File: src/rtl/reg_dump_reader_if.sv
// Bundle of the register-dump command, regFile read port and output stream.
// slave: the dump engine; master: whoever issues commands and consumes words.
interface reg_dump_reader_if #(
  parameter int ADDR_W = 5,
  parameter int DATA_W = 32
);
  logic              start;
  logic [ADDR_W-1:0] first_addr;
  logic [ADDR_W-1:0] last_addr;
  logic              abort;
  logic [ADDR_W-1:0] rf_addr;
  logic [DATA_W-1:0] rf_data;
  logic              out_valid;
  logic              out_ready;
  logic [DATA_W-1:0] out_data;
  logic [ADDR_W-1:0] out_addr;
  logic              busy;
  logic              done;

  modport slave (
    input  start, first_addr, last_addr, abort, rf_data, out_ready,
    output rf_addr, out_valid, out_data, out_addr, busy, done
  );

  modport master (
    output start, first_addr, last_addr, abort, rf_data, out_ready,
    input  rf_addr, out_valid, out_data, out_addr, busy, done
  );
endinterface

File: src/rtl/reg_dump_reader.sv
// Debug read-out engine: walks a (wrapping) register range through one regFile
// read port and streams each word with its address over valid/ready.
module reg_dump_reader #(
  parameter int ADDR_W = 5,
  parameter int DATA_W = 32
) (
  input  logic                clk,
  input  logic                rst,
  reg_dump_reader_if.slave    bus
);

  typedef enum logic [1:0] {
    IDLE  = 2'd0,
    FETCH = 2'd1,
    SEND  = 2'd2,
    DONE  = 2'd3
  } state_t;

  state_t            state_q, state_d;
  logic [ADDR_W-1:0] cur_q,   cur_d;
  logic [ADDR_W-1:0] end_q,   end_d;
  logic [DATA_W-1:0] data_q,  data_d;
  logic [ADDR_W-1:0] addr_q,  addr_d;

  always_ff @(posedge clk or negedge rst) begin
    if (!rst) begin
      state_q <= IDLE;
      cur_q   <= '0;
      end_q   <= '0;
      data_q  <= '0;
      addr_q  <= '0;
    end else begin
      state_q <= state_d;
      cur_q   <= cur_d;
      end_q   <= end_d;
      data_q  <= data_d;
      addr_q  <= addr_d;
    end
  end

  // abort wins over start and out_ready; it leaves the range registers untouched
  always_comb begin
    state_d = state_q;
    cur_d   = cur_q;
    end_d   = end_q;
    data_d  = data_q;
    addr_d  = addr_q;
    if (bus.abort) begin
      state_d = IDLE;
    end else begin
      unique case (state_q)
        IDLE: begin
          if (bus.start) begin
            cur_d   = bus.first_addr;
            end_d   = bus.last_addr;
            state_d = FETCH;
          end
        end
        FETCH: begin
          data_d  = bus.rf_data;
          addr_d  = cur_q;
          state_d = SEND;
        end
        SEND: begin
          if (bus.out_ready) begin
            if (cur_q == end_q) begin
              state_d = DONE;
            end else begin
              cur_d   = cur_q + ADDR_W'(1);
              state_d = FETCH;
            end
          end
        end
        DONE: begin
          state_d = IDLE;
        end
        default: begin
          state_d = IDLE;
        end
      endcase
    end
  end

  // all outputs decode from registers only, so out_ready never reaches out_valid
  assign bus.rf_addr   = cur_q;
  assign bus.out_valid = (state_q == SEND);
  assign bus.out_data  = data_q;
  assign bus.out_addr  = addr_q;
  assign bus.busy      = (state_q == FETCH) || (state_q == SEND);
  assign bus.done      = (state_q == DONE);

endmodule

File: src/flat_wrapper.sv
// flat-port wrapper written by rule: the top's interface ports become plain ports
module reg_dump_reader_flat 
#(
  parameter int ADDR_W = 5,
  parameter int DATA_W = 32
)
  (clk, rst, bus_start, bus_first_addr, bus_last_addr, bus_abort, bus_rf_data, bus_out_ready, bus_rf_addr, bus_out_valid, bus_out_data, bus_out_addr, bus_busy, bus_done);
  reg_dump_reader_if #(.ADDR_W(ADDR_W), .DATA_W(DATA_W)) bus_i ();
  input  logic clk;
  input  logic rst;
  input wire logic [$bits(bus_i.start)-1:0] bus_start;
  input wire logic [$bits(bus_i.first_addr)-1:0] bus_first_addr;
  input wire logic [$bits(bus_i.last_addr)-1:0] bus_last_addr;
  input wire logic [$bits(bus_i.abort)-1:0] bus_abort;
  input wire logic [$bits(bus_i.rf_data)-1:0] bus_rf_data;
  input wire logic [$bits(bus_i.out_ready)-1:0] bus_out_ready;
  output wire logic [$bits(bus_i.rf_addr)-1:0] bus_rf_addr;
  output wire logic [$bits(bus_i.out_valid)-1:0] bus_out_valid;
  output wire logic [$bits(bus_i.out_data)-1:0] bus_out_data;
  output wire logic [$bits(bus_i.out_addr)-1:0] bus_out_addr;
  output wire logic [$bits(bus_i.busy)-1:0] bus_busy;
  output wire logic [$bits(bus_i.done)-1:0] bus_done;
  assign bus_i.start = bus_start;
  assign bus_i.first_addr = bus_first_addr;
  assign bus_i.last_addr = bus_last_addr;
  assign bus_i.abort = bus_abort;
  assign bus_i.rf_data = bus_rf_data;
  assign bus_i.out_ready = bus_out_ready;
  assign bus_rf_addr = bus_i.rf_addr;
  assign bus_out_valid = bus_i.out_valid;
  assign bus_out_data = bus_i.out_data;
  assign bus_out_addr = bus_i.out_addr;
  assign bus_busy = bus_i.busy;
  assign bus_done = bus_i.done;
  reg_dump_reader #(.ADDR_W(ADDR_W), .DATA_W(DATA_W)) u_core (.clk(clk), .rst(rst), .bus(bus_i));
endmodule
File: config.mk
export PLATFORM = sky130hd
export DESIGN_NAME = reg_dump_reader_flat
export DESIGN_NICKNAME = d
export VERILOG_FILES = /design/src/rtl/reg_dump_reader_if.sv /design/src/rtl/reg_dump_reader.sv /design/src/flat_wrapper.sv
export SDC_FILE = /design/constraint.sdc
export NUM_CORES = 1
export LEC_CHECK = 0
export CORE_ASPECT_RATIO = 0.9
export CORE_UTILIZATION = 35
export CTS_BUF_LIST = sky130_fd_sc_hd__clkbuf_8 sky130_fd_sc_hd__clkbuf_16
export CTS_CLUSTER_DIAMETER = 30
export DETAILED_ROUTE_END_ITERATION = 6
export GPL_TIMING_DRIVEN = 0
export HOLD_SLACK_MARGIN = 0.08
export PLACE_DENSITY_LB_ADDON = 0.12
export SLEW_MARGIN = 20
export SYNTH_ARGS = -nofsm -noshare
export SYNTH_HDL_FRONTEND = slang
export SYNTH_SLANG_ARGS = --single-unit
File: constraint.sdc
create_clock -name clk -period 4 [get_ports clk]
set_input_delay 0.4 -clock clk [delete_from_list [all_inputs] [get_ports clk]]
set_output_delay 0.4 -clock clk [all_outputs]
set_load 0.1 [all_outputs]
**Yosys cells after proc, flatten, opt, wreduce, memory -nomap -nowiden**

Cells that the tools add are included.

- Bitwise operators: 1
- Multiplexer cells: 9
- Reduce and logical (&&, ||, !) cells: 7
- Equality and inequality tests: 9
- $add $sub $neg: 1

Operators with widths:

| cell | number |
|---|---|
| $mux W5 | 3 |
| $pmux W5 S2 | 1 |
| $mux W2 | 4 |
| $pmux W2 S4 | 1 |
| $ne A2 B2 Y1 const B | 3 |
| $ne A3 B3 Y1 const B | 2 |
| $add A5 B1 Y5 const B | 1 |
| $eq A5 B5 Y1 | 1 |
| $reduce_and A5 Y1 | 1 |
| $eq A2 B2 Y1 const B | 2 |
| $reduce_and A2 Y1 | 2 |
| $reduce_and A3 Y1 | 1 |
| $eq A2 B1 Y1 const B | 1 |
| $logic_not A2 Y1 | 1 |
| $reduce_bool A2 Y1 | 1 |
| $logic_or A1 B1 Y1 | 1 |
| $not A1 Y1 | 1 |

- Word-level logic and storage cells: 32
- Bits of input ports: 47
- Output and inout bits: 45
- Bits in registers: 49

**Depth between registers and ports, before layout**

Gate-level depths: netlist (run 1).

- Depth in word-level cells: 5
- Mapped depth: 7
- Mapped depth without buffers: 6

**Least setup slack after synthesis (run 1)**

Ideal clock, no wire load.

- Path type: flip-flop to flip-flop
- From: reg u_core.state_q[0]
- To: reg u_core.cur_q[1] (netlist: u_core.bus.rf_addr[1])
- Arrival time: 2.402 ns
- Library setup time: 0.129 ns
- Setup slack: 1.470 ns
- Cell stages (with the launch flop): 7
- Period minus slack after synthesis: 2.530 ns
- Data required time: 3.871 ns
- Buffers on the path: 0
- Cell sequence: dfrtp_1 -> inv_1 -> ha_1 -> o21bai_1 -> nor3_1 -> o31ai_1 -> mux2_1

- Longest elaborated chain between the ends: 3
- Elaborated cells on any way between the ends: 8
- Classes of those cells: 4 x eq/ne; 1 x mux; 3 x reduce/logical

Ends and longest elaborated chain:

| element | line | text |
|---|---|---|
| start: declaration | reg_dump_reader.sv:19 | `state_t state_q, state_d;` |
| start signal: assignment | reg_dump_reader.sv:33 | `state_q <= state_d;` |
| $eq A2 B2 Y1 * | n/a |  |
| via bus_out_valid | flat_wrapper.sv:18 | `output wire logic [$bits(bus_i.out_valid)-1:0] bus_out_valid;` |
| $ne A2 B2 Y1 (no line) / $reduce_bool A2 Y1 (equally long branches) | n/a |  |
| $reduce_and A5 Y1 (no line) | n/a |  |
| end signal: assignment | reg_dump_reader.sv:34 | `cur_q <= cur_d;` |
| end: declaration | reg_dump_reader.sv:20 | `logic [ADDR_W-1:0] cur_q, cur_d;` |

The timed path passes the listed nets; every way through them passes the cells marked *.
A chain may end at the register's enable or synchronous reset.

**Worst setup path after layout (run 1)**

- From: reg u_core.state_q[0]
- To: out bus_out_valid

- Longest elaborated chain between the ends: 1

Ends and longest elaborated chain:

| element | line | text |
|---|---|---|
| $eq A2 B2 Y1 | reg_dump_reader.sv:86 | `assign bus.out_valid = (state_q == SEND);` |
| end: declaration | flat_wrapper.sv:18 |  |

Every way passes these cells.

==> results of run 1 <==
[synth_stat cells (2+ instances only)]
| library cell | number |
|---|---|
| mux2_1 | 20 |
| nor2_1 | 3 |
| or3_1 | 2 |
| o31ai_1 | 3 |
| buf_2 | 6 |
| nand3_1 | 3 |
| mux2_2 | 24 |
| nand2_1 | 2 |
| xnor2_2 | 2 |
| a21oi_1 | 2 |
| ha_1 | 5 |
| dfrtp_1 | 49 |
| xor2_1 | 2 |
| inv_1 | 5 |
| o21bai_1 | 3 |
| a2111oi_0 | 3 |
| nor3_1 | 3 |
| nor2b_1 | 3 |
[cell families (layout without fill, tap and decap cells)]
kind of cell | after synthesis | after routing | synth area share
compound gates | 19 | 19 | 0.0731
xor+xnor | 5 | 5 | 0.0270
fa+ha+maj | 5 | 5 | 0.0288
buf+inv | 11 | 110 | 0.0224
flops | 49 | 49 | 0.564
mux | 44 | 44 | 0.228
simple gates | 21 | 21 | 0.0570
[stage by stage]
stage / util / std cells / hold slack [ps] / setup WS (ps) / instance area, µm²
after floorplan: - / 154 / 104 / 1470 / 2170
after global placement: 0.545 / 315 / 466 / 1020 / 3170
after detailed placement: 0.544 / 315 / 467 / 1650 / 3170
after CTS: 0.567 / 323 / 138 / 1300 / 3300
after global routing: 0.567 / 323 / 153 / 1190 / 3300
final: 0.567 / 323 / 108 / 1310 / 3300
[state kept, by name, summed over array words and instances (netlist names)]
signal and count:
u_core.bus.out_addr 5, u_core.bus.rf_addr 5, u_core.state_q 2, u_core.bus.out_data 32, u_core.end_q 5
[critical path, stage by stage (launching register included)]
cell             delay [ps]
dfrtp_1                 440
inv_1                   100
ha_1                    280
clkdlybuf4s50_1        1180
[cell type report]
cell class,instances,share of cell area
multi-input cells,94,0.272
repair buffers,91,0.275
plain buffers,6,0.00909
clock buffers,5,0.0208
clock inverters,3,0.0197
inverters,5,0.00568
flip-flops and latches,49,0.371
well taps,70,0.0265
[how the worst min path moves through the flow]
stage                                        from  cells past startpoint                 endpoint  slack, ps
after floorplan                               rst                      0   u_core.bus.out_addr[0]        100
after global placement    u_core.bus.out_data[26]                      1  u_core.bus.out_data[26]        470
after CTS                                     rst                      1          u_core.end_q[1]        140
after detailed placement                      rst                      1        u_core.state_q[0]        470
after global routing                          rst                      1        u_core.state_q[0]        150
final                                         rst                      1        u_core.state_q[0]        110
[metal layers]
metal / global-route usage / routed length [µm] / vias up
li1: - / - / 758
met1: 0.208 / 2250 / 763
met2: 0.235 / 2010 / 65
met3: 0.0571 / 403 / 2
met4: 0.0305 / 15 / 0
met5: 0 / 0 / -
[layout by cell type, fill, tap and decap left out, types with 2 or more instances in the layout]
cell,n
xnor2_2,2
nand3_1,3
ha_1,5
nor2b_1,3
buf_2,6
mux2_2,24
a21oi_1,2
xor2_1,2
bufinv_16,2
or3_1,2
o31ai_1,3
mux2_1,20
a2111oi_0,3
nor2_1,3
clkdlybuf4s50_1,90
nand2_1,2
nor3_1,3
inv_1,5
clkbuf_8,5
dfrtp_1,49
o21bai_1,3
==> impl_results.md, run 1 <==
- Pre-Repair DR Iteration Count: 4
- CTS tree: yes
- CTS hold repair buffers: 0
- Kind of critical path: register to primary output
- Final antenna-violating net count: 0
- Top-area cell type share of the netlist area: 0.564
- Async SR Flop Fraction: 1.00
- Flop-to-flop setup slack: 1950 ps
- RD Place Congestion: 0.865
- Fin crit period: 2690 ps
- Mapped Area: 2170 µm²
- Unrepaired setup endpoints after global routing: false
- Antenna Cells: 0
- Critical Path AT: 2290 ps
- Multi-input combinational cell area: 900 µm²
- Post-synthesis sequential area ratio: 0.564
- Die ar.: 6530 µm²
- Root Driver: clkbuf_8
- Die H: 76.8 µm
- Clock tree buffer depth: 2
- CP Capture Type: primary output
- Reg-to-Reg Start: u_core.state_q[0]
- Clock-pin slew on the worst setup and hold paths: 90 ps
- Area leader, netlist: dfrtp_1
- Data required, critical path: 3600 ps
- Most used DFF post-synth: dfrtp_1
- Fill count: 496
- Row cnt: 26
- CP Launch Point: u_core.state_q[0]
- Antenna violations before repair: 0
- End of the critical path: bus_out_valid
- Cells after synthesis: 154
- Die width: 85.1 µm
- Ports: 92
- Synth area leaders: dfrtp_1 (56%), mux2_2 (12%), mux2_1 (10%)
- Vias/cell: 4.92
- Crit Path Max Fanout: 6
- Area Growth Syn to Fin: 52.0%
- Total GRT Usage: 0.153
- # H-tree levels: 2
- Final period utilization: 0.673
- Max Freq: 371 MHz
- Worst-skew pair later-pin latency: 290 ps
- Fin nets: 304
- Hpwl dp: 3.38 mm
- Status: completed
- YS warnings: 0
- Cts bufs inserted: 5
- Reg2Reg Capture Point: u_core.bus.rf_addr[1]
- Detailed Route Iter0 Violations: 94
- Final setup violating endpoints: 0
- Vias: 1588
- Synthesized area per cell: 14.1 µm²
- Final Hold Violating Endpoints: 0
- Clock Sinks: 49
- Slew Limit Fails: 0
- Total core area: 5820 µm²
- Clock Skews: 4.31 ps
- Net Count, Synth: 206
- Post-cts resize count: 0
- R2R cell count: 6
- Max_cap viols: 0
- Min-Delay Path Class: input pin to asynchronous set/reset pin
- Drt total wl: 4.68 mm
- Layout cell share with drive strength beyond 1: 0.178
- IO Port Bufs: 91
- Initial core utilization: 0.373
- Reg area: 1230 µm²
- Setup_tns: 0 ps
- CP Launch Type: register
- Yosys reg bits: 49
- Worst slew margin: 0.338
- Routed len/inst: 14.5 µm
- Largest net degree at the start of global routing: 50
- Slew @ Worst Pin: 989 ps
- First-pass GRT wire length: 7.93 mm
- GRT overflow: 0
- DR DRC count: 0
- Number of global-route vias before repair: 1601
- Yosys cell types: 32
- Setup Buffers After CTS: 0
- EDFF count, synth: 0
Power of run 1 is left out: the tool's default activity adds up to more than one toggle a clock period on the data nets, which glitch-free logic cannot reach.
==> inputs of run 2 (changes only) <==
==> constraint.sdc (replaced) <==
create_clock -name clk -period 2.75 [get_ports clk]
set_input_delay 0.275 -clock clk [delete_from_list [all_inputs] [get_ports clk]]
set_output_delay 0.275 -clock clk [all_outputs]
set_load 0.1 [all_outputs]
==> run 2 against run 1 <==
Net effect:
- clock skew barely moved
- largest cell class unchanged
- first-iteration DRC count rose by 3.2%
- utilization rose by 0.17 points
- via count fell by 0.31%
==> impl_results.md, run 2 (synthesized netlist as in run 1, its figures left out) <==
- Data required, critical path: 2480 ps (-1120 ps)
- Pre-CTS WS: 520 ps (-1130 ps)
- Crit-path cells: inv_1, ha_1, clkdlybuf4s50_1
- Final Hold Violating Endpoints: 0 (unchanged)
- Slew @ Worst Pin: 988 ps (-0.955 ps)
- Worst Slack Setup Final: 177 ps (-1130 ps)
- GRT overflow: 0 (unchanged)
- Layout cell share with drive strength beyond 1: 0.177 (-0.000700)
- Number of global-route vias before repair: 1596 (-0.31%)
- Detailed Route Iter0 Violations: 97 (+3.2%)
- Max Freq: 389 MHz
- Initial core utilization: 0.373 (unchanged)
- Unrepaired setup endpoints after global routing: false
- Final antenna-violating net count: 0 (unchanged)
- Largest net degree at the start of global routing: 50 (unchanged)
- Top Family by Delay on Critical Path: buffers and inverters
- Max reg flops: 32 (unchanged)
- Final period utilization: 0.935
- Die ar.: 6530 µm² (unchanged)
- Crit Path Max Fanout: 6 (unchanged)
- Final Non-Filler Cells: 324 (+0.31%)
- CTS tree: yes
- Max_cap viols: 0 (unchanged)
- Pre-Repair DR Iteration Count: 4 (unchanged)
- Post-cts resize count: 0 (unchanged)
- Total core area: 5820 µm² (unchanged)
- Kind of critical path: register to primary output
- Final core occ: 0.569 (+0.00172)
- Worst-skew pair later-pin latency: 290 ps (about the same)
- Worst Path Buf+Inv: 2 (unchanged)
- IO Port Bufs: 91 (unchanged)
- Area Growth Syn to Fin: 52.4%
- Worst path max stage delay: 1180 ps (about the same)
- Clock Skews: 3.88 ps (-0.427 ps)
- Flop-to-flop setup slack: 700 ps (-1250 ps)
- Root Driver: clkbuf_8
- Fin crit period: 2570 ps
- Antenna Cells: 0 (unchanged)
- Hpwl dp: 3.38 mm (unchanged)
- Fin nets: 305 (+0.33%)
- Commonest cells after routing, fill and taps aside: clkdlybuf4s50_1 (90), dfrtp_1 (49), mux2_2 (24)
- First-pass GRT wire length: 7.94 mm (+0.16%)
- Clock-pin slew on the worst setup and hold paths: 90 ps (about the same)
- Clock Sinks: 49 (unchanged)
- Total GRT Usage: 0.153 (+0.000231)
- RD Place Congestion: 0.865 (unchanged)
- Worst slew margin: 0.339 (+0.000639)
- Die H: 76.8 µm (unchanged)
- Vias/cell: 4.89 (-0.62%)
- Ports: 92 (unchanged)
- DR DRC count: 0 (unchanged)
- Min-Delay Path Class: register to register
- Setup Buffers After CTS: 0 (unchanged)
- Cts bufs inserted: 5 (unchanged)
- Clock tree buffer depth: 2 (unchanged)
- Die width: 85.1 µm (unchanged)
- Critical Path AT: 2300 ps (about the same)
- Status: completed
- Vias: 1583 (-0.31%)
- Slowest cell on crit path: clkdlybuf4s50_1
- Routed len/inst: 14.6 µm (+0.42%)
- CP Capture Type: primary output
- Final setup violating endpoints: 0 (unchanged)
- Slew Limit Fails: 0 (unchanged)
- Final hold slack: 491 ps (+383 ps)
- Most common cell after layout, fill and taps aside: clkdlybuf4s50_1
- Antenna violations before repair: 0 (unchanged)
- Placed instance count: 315 (unchanged)
- CP Launch Type: register
- # H-tree levels: 2 (unchanged)
- Drt total wl: 4.72 mm (+0.73%)
- Row cnt: 26 (unchanged)
==> run 2: layer usage <==
metal	global-route usage	up-vias	wire, µm
met4	0.0305	0	15
met2	0.236	61	2040
met1	0.207	760	2260
li1	-	760	-
met5	0	-	0
met3	0.0571	2	401
==> run 2: path summary, 6_finish.rpt <==
path                       cells past startpoint                endpoint                    from
setup / recovery                               3           bus_out_valid       u_core.state_q[0]
hold / removal                                 1  u_core.bus.out_data[9]  u_core.bus.out_data[9]
setup reg to reg                               6   u_core.bus.rf_addr[1]       u_core.state_q[0]
hold reg to reg                                1  u_core.bus.out_data[9]  u_core.bus.out_data[9]
max in group asynchronous                      2  u_core.bus.out_addr[1]                     rst
min in group asynchronous                      2       u_core.state_q[0]                     rst
==> run 2: stage by stage <==
step           instance area [µm²]  TNS [ps]
6_report                      3310         0
5_1_grt                       3310         0
4_1_cts                       3310         0
3_5_place_dp                  3170         0
3_3_place_gp                  3170     -4950
2_1_floorplan                 2170         0
==> run 2: layout make-up <==
type,count,area [µm²]
Multi-Input combinational cell,94,900
Buffer,6,30.0
Timing Repair Buffer,92,918
Clock inverter,3,65.1
Fill cell,495,2510
Clock buffer,5,68.8
Tap cell,70,87.6
Sequential cell,49,1230
Inverter,5,18.8
==> run 2: repair_timing <==
item	in CTS	in global routing
hold endpoints to repair	49	0
endpoints found under the setup margin	0	0
hold buffers	1	0
Power of run 2 is left out for the same reason.
